==> src/rtl/uart_frame_parser.sv <==
// Frame parser behind the UART byte receiver: SYNC, LEN, payload, CSUM.
// Buffers the payload and exposes it to the command logic once the checksum passes.
module uart_frame_parser #(
  parameter logic [7:0]  SYNC_BYTE = 8'hA5,
  parameter int unsigned MAX_LEN   = 16,
  parameter int unsigned ADDR_W    = 4,
  parameter int unsigned TIMEOUT   = 2000
) (
  input  logic              clk,
  input  logic              rst,
  input  logic              iValid,
  input  logic [7:0]        iData,
  input  logic [ADDR_W-1:0] iRdAddr,
  output logic [7:0]        oRdData,
  output logic              oFrameValid,
  output logic [ADDR_W:0]   oLen,
  input  logic              iAck,
  output logic [7:0]        oErrCnt
);

  localparam int unsigned LEN_W = ADDR_W + 1;
  localparam int unsigned DEPTH = 1 << ADDR_W;
  localparam int unsigned TMO_W = $clog2(TIMEOUT + 1);

  typedef enum logic [2:0] {
    S_IDLE,
    S_LEN,
    S_PAYLOAD,
    S_CSUM,
    S_HOLD
  } state_t;

  state_t           state;
  logic             v_d;
  logic [7:0]       sum;
  logic [LEN_W-1:0] len;
  logic [LEN_W-1:0] cnt;
  logic [TMO_W-1:0] tmo;
  logic [7:0]       mem [DEPTH];

  logic strobe;
  logic in_frame;
  logic tmo_hit;
  logic wr_en;
  logic len_bad;
  logic is_sync;

  // One strobe per received byte, independent of how long iValid is stretched.
  assign strobe   = iValid & ~v_d;
  assign is_sync  = (iData == SYNC_BYTE);
  assign in_frame = (state == S_LEN) || (state == S_PAYLOAD) || (state == S_CSUM);
  assign tmo_hit  = in_frame && !strobe && (tmo == TMO_W'(TIMEOUT - 1));
  assign wr_en    = rst && strobe && (state == S_PAYLOAD);
  assign len_bad  = (iData == 8'h00) || (iData > 8'(MAX_LEN));

  function automatic logic [7:0] sat_inc(input logic [7:0] v);
    return (v == 8'hFF) ? v : v + 8'd1;
  endfunction

  always_ff @(posedge clk) begin
    if (!rst) begin
      state       <= S_IDLE;
      v_d         <= 1'b0;
      sum         <= 8'h00;
      len         <= '0;
      cnt         <= '0;
      tmo         <= '0;
      oFrameValid <= 1'b0;
      oLen        <= '0;
      oErrCnt     <= 8'h00;
      oRdData     <= 8'h00;
    end else begin
      v_d     <= iValid;
      oRdData <= (LEN_W'(iRdAddr) < LEN_W'(MAX_LEN)) ? mem[iRdAddr] : 8'h00;

      // Inter-byte watchdog only runs while a frame is being assembled.
      if (in_frame && !strobe) begin
        tmo <= tmo + TMO_W'(1);
      end else begin
        tmo <= '0;
      end

      case (state)
        S_IDLE: begin
          if (strobe && is_sync) begin
            state <= S_LEN;
          end
        end

        S_LEN: begin
          if (strobe) begin
            sum <= iData;
            cnt <= '0;
            if (len_bad) begin
              state   <= S_IDLE;
              oErrCnt <= sat_inc(oErrCnt);
            end else begin
              len   <= LEN_W'(iData);
              state <= S_PAYLOAD;
            end
          end else if (tmo_hit) begin
            state   <= S_IDLE;
            oErrCnt <= sat_inc(oErrCnt);
          end
        end

        S_PAYLOAD: begin
          if (strobe) begin
            sum <= sum + iData;
            cnt <= cnt + LEN_W'(1);
            if (cnt + LEN_W'(1) == len) begin
              state <= S_CSUM;
            end
          end else if (tmo_hit) begin
            state   <= S_IDLE;
            oErrCnt <= sat_inc(oErrCnt);
          end
        end

        S_CSUM: begin
          if (strobe) begin
            if (iData == sum) begin
              state       <= S_HOLD;
              oFrameValid <= 1'b1;
              oLen        <= len;
            end else begin
              state   <= S_IDLE;
              oErrCnt <= sat_inc(oErrCnt);
            end
          end else if (tmo_hit) begin
            state   <= S_IDLE;
            oErrCnt <= sat_inc(oErrCnt);
          end
        end

        S_HOLD: begin
          // Ack beats a colliding byte; that byte is then treated as if seen in IDLE.
          if (iAck) begin
            oFrameValid <= 1'b0;
            state       <= (strobe && is_sync) ? S_LEN : S_IDLE;
          end else if (strobe) begin
            oErrCnt <= sat_inc(oErrCnt);
          end
        end

        default: state <= S_IDLE;
      endcase
    end
  end

  // Payload buffer, deliberately not reset; frozen outside PAYLOAD.
  always_ff @(posedge clk) begin
    if (wr_en) begin
      mem[cnt[ADDR_W-1:0]] <= iData;
    end
  end

endmodule

==> config.mk <==
export PLATFORM = sky130hd
export DESIGN_NAME = uart_frame_parser
export DESIGN_NICKNAME = d
export VERILOG_FILES = /design/src/rtl/uart_frame_parser.sv
export SDC_FILE = /design/constraint.sdc
export NUM_CORES = 1
export LEC_CHECK = 0
export BUFFER_PORTS_ARGS = -buffer_cell sky130_fd_sc_hd__buf_2
export CORE_MARGIN = 2
export CORE_UTILIZATION = 45
export DETAILED_ROUTE_END_ITERATION = 8
export PLACE_DENSITY = 0.67
export SETUP_SLACK_MARGIN = 0.3
export SYNTH_ARGS = -nofsm -noshare
export SYNTH_HDL_FRONTEND = slang
export SYNTH_SLANG_ARGS = --single-unit
==> constraint.sdc <==
create_clock -name clk -period 7.6 [get_ports clk]
set_input_delay 0.76 -clock clk [delete_from_list [all_inputs] [get_ports clk]]
set_output_delay 0.76 -clock clk [all_outputs]
set_load 0.005 [all_outputs]
# After elaboration in Yosys (flattened, before gate mapping)
# Memory sizes are Yosys's and may differ from the RTL's. A register that Yosys moved wholly into a read port is not among the register bits.
# Cells that the tools add are included.
[op_classes]
n_eq_ne = 21
muxes = 33
addsub = 4
reduce_logical = 22
n_bitwise = 3
n_lt_le_gt_ge = 1
[ops]
columns = ["operator", "n"]
rows = [
  ["$mux 8", 11],
  ["$pmux 8 s4", 1],
  ["$mux 3", 8],
  ["$eq 8x8->1 const B", 2],
  ["$ne 2x2->1 const B", 8],
  ["$pmux 8 s2", 1],
  ["$pmux 3 s5", 1],
  ["$reduce_and 3->1", 4],
  ["$add 11x1->11 const B", 1],
  ["$eq 11x11->1 const B", 1],
  ["$mux 5", 2],
  ["$pmux 5 s2", 1],
  ["$add 8x1->8 const B", 1],
  ["$add 8x8->8", 1],
  ["$eq 8x8->1", 1],
  ["$gt 8x5->1 const B", 1],
  ["$logic_not 8->1", 1],
  ["$eq 3x2->1 const B", 2],
  ["$mux 1", 6],
  ["$ne 3x3->1 const B", 2],
  ["$reduce_and 6->1", 1],
  ["$add 5x1->5 const B", 1],
  ["$eq 5x5->1", 1],
  ["$logic_and 1x1->1", 5],
  ["other kinds (15)", 20],
]
[totals]
inputBits = 16
ram_bits = 128
memories = 1
regBits = 47
out_inout_bits = 22
[memory_table]
columns = ["name", "words", "width", "rd", "rd_ports_with_merged_regs", "write_ports", "line_no", "rtl"]
rows = [
  ["mem", 16, 8, 1, 1, 1, "39", "logic [7:0] mem [DEPTH];"],
]

# Longest topological paths before layout
[depth]
depth_word = 8
depth_mapped = 9
depth_no_buf = 9

# Least setup slack after synthesis
# No wires, ideal clock.
[synth_path]
kind = "input-to-reg"
start = "input port iData[5]"
end = "register oLen[4]"
path_stages = 6
path_buffers = 0
setup_slack_ns = 4.731
arrival_ns = 2.741
path_cell_list = "ha_1 > or4b_2 > or4_1 > nor2_2 > mux2i_1 > nor2_1"
[synth_between]
elab_chain_len = 2
[synth_lines]
columns = ["item", "line_no", "rtl"]
rows = [
  ["from (decl)", "12", "input logic [7:0] iData,"],
  ["$eq 8x8->1", "122", "if (iData == sum) begin"],
  ["$reduce_and 3->1 (no line)", "-", ""],
  ["to (signal assigned)", "125", "oLen <= len;"],
  ["to (decl)", "16", "output logic [ADDR_W:0] oLen,"],
]
# No other way between the ends.
# A chain may end at the register's enable or synchronous reset.

# Worst setup path after layout
[layout_path]
start = "register state[1]"
end = "memory mem[12][7] (enable)"
[layout_between]
elab_chain_len = 4
[layout_lines]
columns = ["item", "line_no", "rtl"]
rows = [
  ["from (decl)", "33", "state_t state;"],
  ["from (signal assigned)", "140", "state <= (strobe && is_sync) ? S_LEN : S_IDLE;"],
  ["$eq 3x2->1", "53", "assign wr_en = rst && strobe && (state == S_PAYLOAD);"],
  ["$logic_and 1x1->1", "53", ""],
  ["$mux 1", "153", "if (wr_en) begin"],
  ["$mux 1 (implied by the code)", "154", "mem[cnt[ADDR_W-1:0]] <= iData;"],
  ["to (decl)", "39", ""],
]
# No other way between the ends.

==> out/summary.txt <==
Status = completed
Crit path buf inv count = 1
Synthesized netlist cell count = 535
Hold slack final = 0.461 ns
Fin. max-slew vios = 0
GRT overflow = 0
Cell family with most CP delay = simple AND/OR/NAND/NOR gates
Sequential share of power = 53.1%
Crit-path cells = or3b_2 -> nor2_1 -> buf_4 -> nand3_1 -> nor2_1
Most used cell along the critical path = nor2_1
Post-detail-place hpwl = 10,200 um
Lkg Pwr = 2.95 nW
Via count = 4,532
Post-Route WL = 16,100 um
Io pins = 38
Worst path max stage delay = 0.95 ns
MaxCap Viol Count = 0
Width of the die = 135 um
Placer congestion estimate = 0.832
Max_slew headroom = 20.1%
Met2 usage = 31.1%
Die Ht = 135 um
Clock Path Buffers = 2
Hold buffers post-CTS = 0
Inserted Clock Buffers = 17
Post-synth top area share = 49.8%
Largest net degree at the start of global routing = 33
WS Path Type = register to register
Final Setup Violations = 0
Top post-synthesis cells by count = edfxtp_1, dfxtp_1, nor2_1, mux4_2, nand2_1
Pre-antenna DRT Iters = 5
Async S/R FF share, synth = 0%
Post-CTS resize count = 0
Initial Util = 46.2%
Met3 usage = 4.28%
H-tree levels = 4
PwrDens = 233 mW/mm^2
Dominant cells by area after synthesis = edfxtp_1, dfxtp_1, mux4_2, nor2_1, ha_1
Hold Crit Class = register to register
Sw Share = 22.2%
Syn_area_per_cell = 14.4 sq um
Area of the die = 0.0182 sq mm
GRT Total Usage = 19.0%
First-pass GRT wire length = 25,500 um
CP Launch Type = register
Yosys warns = 0
Post-synth EDFFs = 128
GR peak layer = met2
RSZ-0062 raised after global routing = no
Clock slew seen by the registers of the worst setup and hold paths = 0.07 ns
Row count = 47
Clock Sinks = 183
Number of global-route vias before repair = 4,681
Post-route setup TNS = 0 ns
Drc violations = 0
Layout cells sized above 1 = 21.5%
Clock power frac = 41.4%
DRT iter0 DRCs = 479
Register area share after synthesis = 64.0%
Pwr Total = 0.00203 W
Count leader, synth = edfxtp_1
Worst setup EP type = register
Post-CTS Setup Repair Bufs = 0
Final period util = 39.1%
Area of the mapped netlist = 0.00772 sq mm
PortBufs = 37
Avg WL per Cell = 19.9 um
Peak VDD IR = 0.165 mV
Period minus WS final = 2.97 ns
Register bit total from synthesis = 183
Arr. time, crit path = 3.01 ns
Clk_skew = 0.0118 ns
CTS tree = yes
Core box area = 0.0167 sq mm
NumNets Final = 602
Worst-Skew Late Latency = 0.43 ns
Worst-path fanout max = 14
Sw power = 0.000451 W
Max Fclk = 337 MHz
Internal Power = 0.00158 W
Gate power share = 5.5%
Via/cell ratio = 5.63
Met1 usage = 24.3%
Antenna diodes = 0
Critical-path top delay cell = nor2_1
Worst Path Required = 7.64 ns
Final hold violation count = 0
Slew @ Worst Pin = 1.19 ns
Final ANT Viol Nets = 0
Net Count, Synth = 565
Initial antenna violation count = 0
Distinct cells, synth = 52
Area growth syn-to-layout = 12.6%
Area leader, netlist = edfxtp_1
Most used DFF post-synth = edfxtp_1
Clock tree root driver cell = clkbuf_16
## metrics by stage
stage	instances	utilization [%]	instance area (sq um)	setup WS, ns
finish	805	52.1	8700	4.63
global route	805	52.1	8700	4.38
CTS	804	52.1	8690	4.52
detailed placement	772	48.6	8120	4.25
global placement	772	48.6	8120	4.33
floorplan	535	-	7720	4.73
## layer usage
metal / up-vias / routed length (um)
met4: 0 / 491
met2: 123 / 7860
met3: 32 / 716
met1: 2256 / 6990
li1: 2121 / -
met5: - / 0
## final cells by class
type	count	area, sq um
flip-flops and latches	183	4940
multi-input cells	317	2640
repair buffers	43	228
clock buffers	18	429
clock inverters	14	146
well taps	220	275
fillers	1417	8000
inverters	10	37.5
## sequential cells by signal, summed over array words and instances, names as in the netlist
signal / cells
sum: 8
cnt: 5
oErrCnt: 8
state: 3
oFrameValid: 1
tmo: 11
oRdData: 8
v_d: 1
mem: 128
oLen: 5
len: 5
## worst reg2reg max path, stage by stage, from the launching register on
cell and delay (ns):
dfxtp_1 0.51, or3b_2 0.61, nor2_1 0.14, buf_4 0.22
nand3_1 0.17, nor2_1 0.95
## cells by family after synthesis
group	share of synthesized area (%)
DFF	64.0
and+or+nand+nor	11.0
AOI/OAI and AO/OA	5.07
muxes	13.4
buffers and inverters	1.81
xor gates and xnor gates	2.38
adders and majority gates	2.37
## placed cells by master (no fill, tap or decap), types with 13 or more instances in the layout
cell / count
a21oi_1: 19
buf_2: 38
clkbuf_16: 17
dfxtp_1: 55
edfxtp_1: 128
ha_1: 13
mux2i_1: 13
mux4_2: 40
nand2_1: 34
nand3_1: 22
nor2_1: 54
nor3_1: 13
xnor2_1: 14
## path summary, 6_finish.rpt
check            from    endpoint  slack, ns  cells after the start
max reg2reg  state[1]  mem[12][7]       4.63                      5
min            tmo[0]      tmo[0]       0.46                      1
min reg2reg    tmo[0]      tmo[0]       0.46                      1
max          state[1]  mem[12][7]       4.63                      5
## power groups by stage
| stage | Sequential, W | Combinational (W) | Clock (W) |
|---|---|---|---|
| global placement | 0.00110 | 0.000109 | 0 |
| CTS | 0.00108 | 0.000113 | 0.000857 |
| global route | 0.00108 | 0.000123 | 0.000904 |
| finish | 0.00108 | 0.000112 | 0.000840 |
| floorplan | 0.00110 | 0.0000771 | 0 |
| detailed placement | 0.00110 | 0.000113 | 0 |
Note: power is estimated with default switching activity, not from simulation.
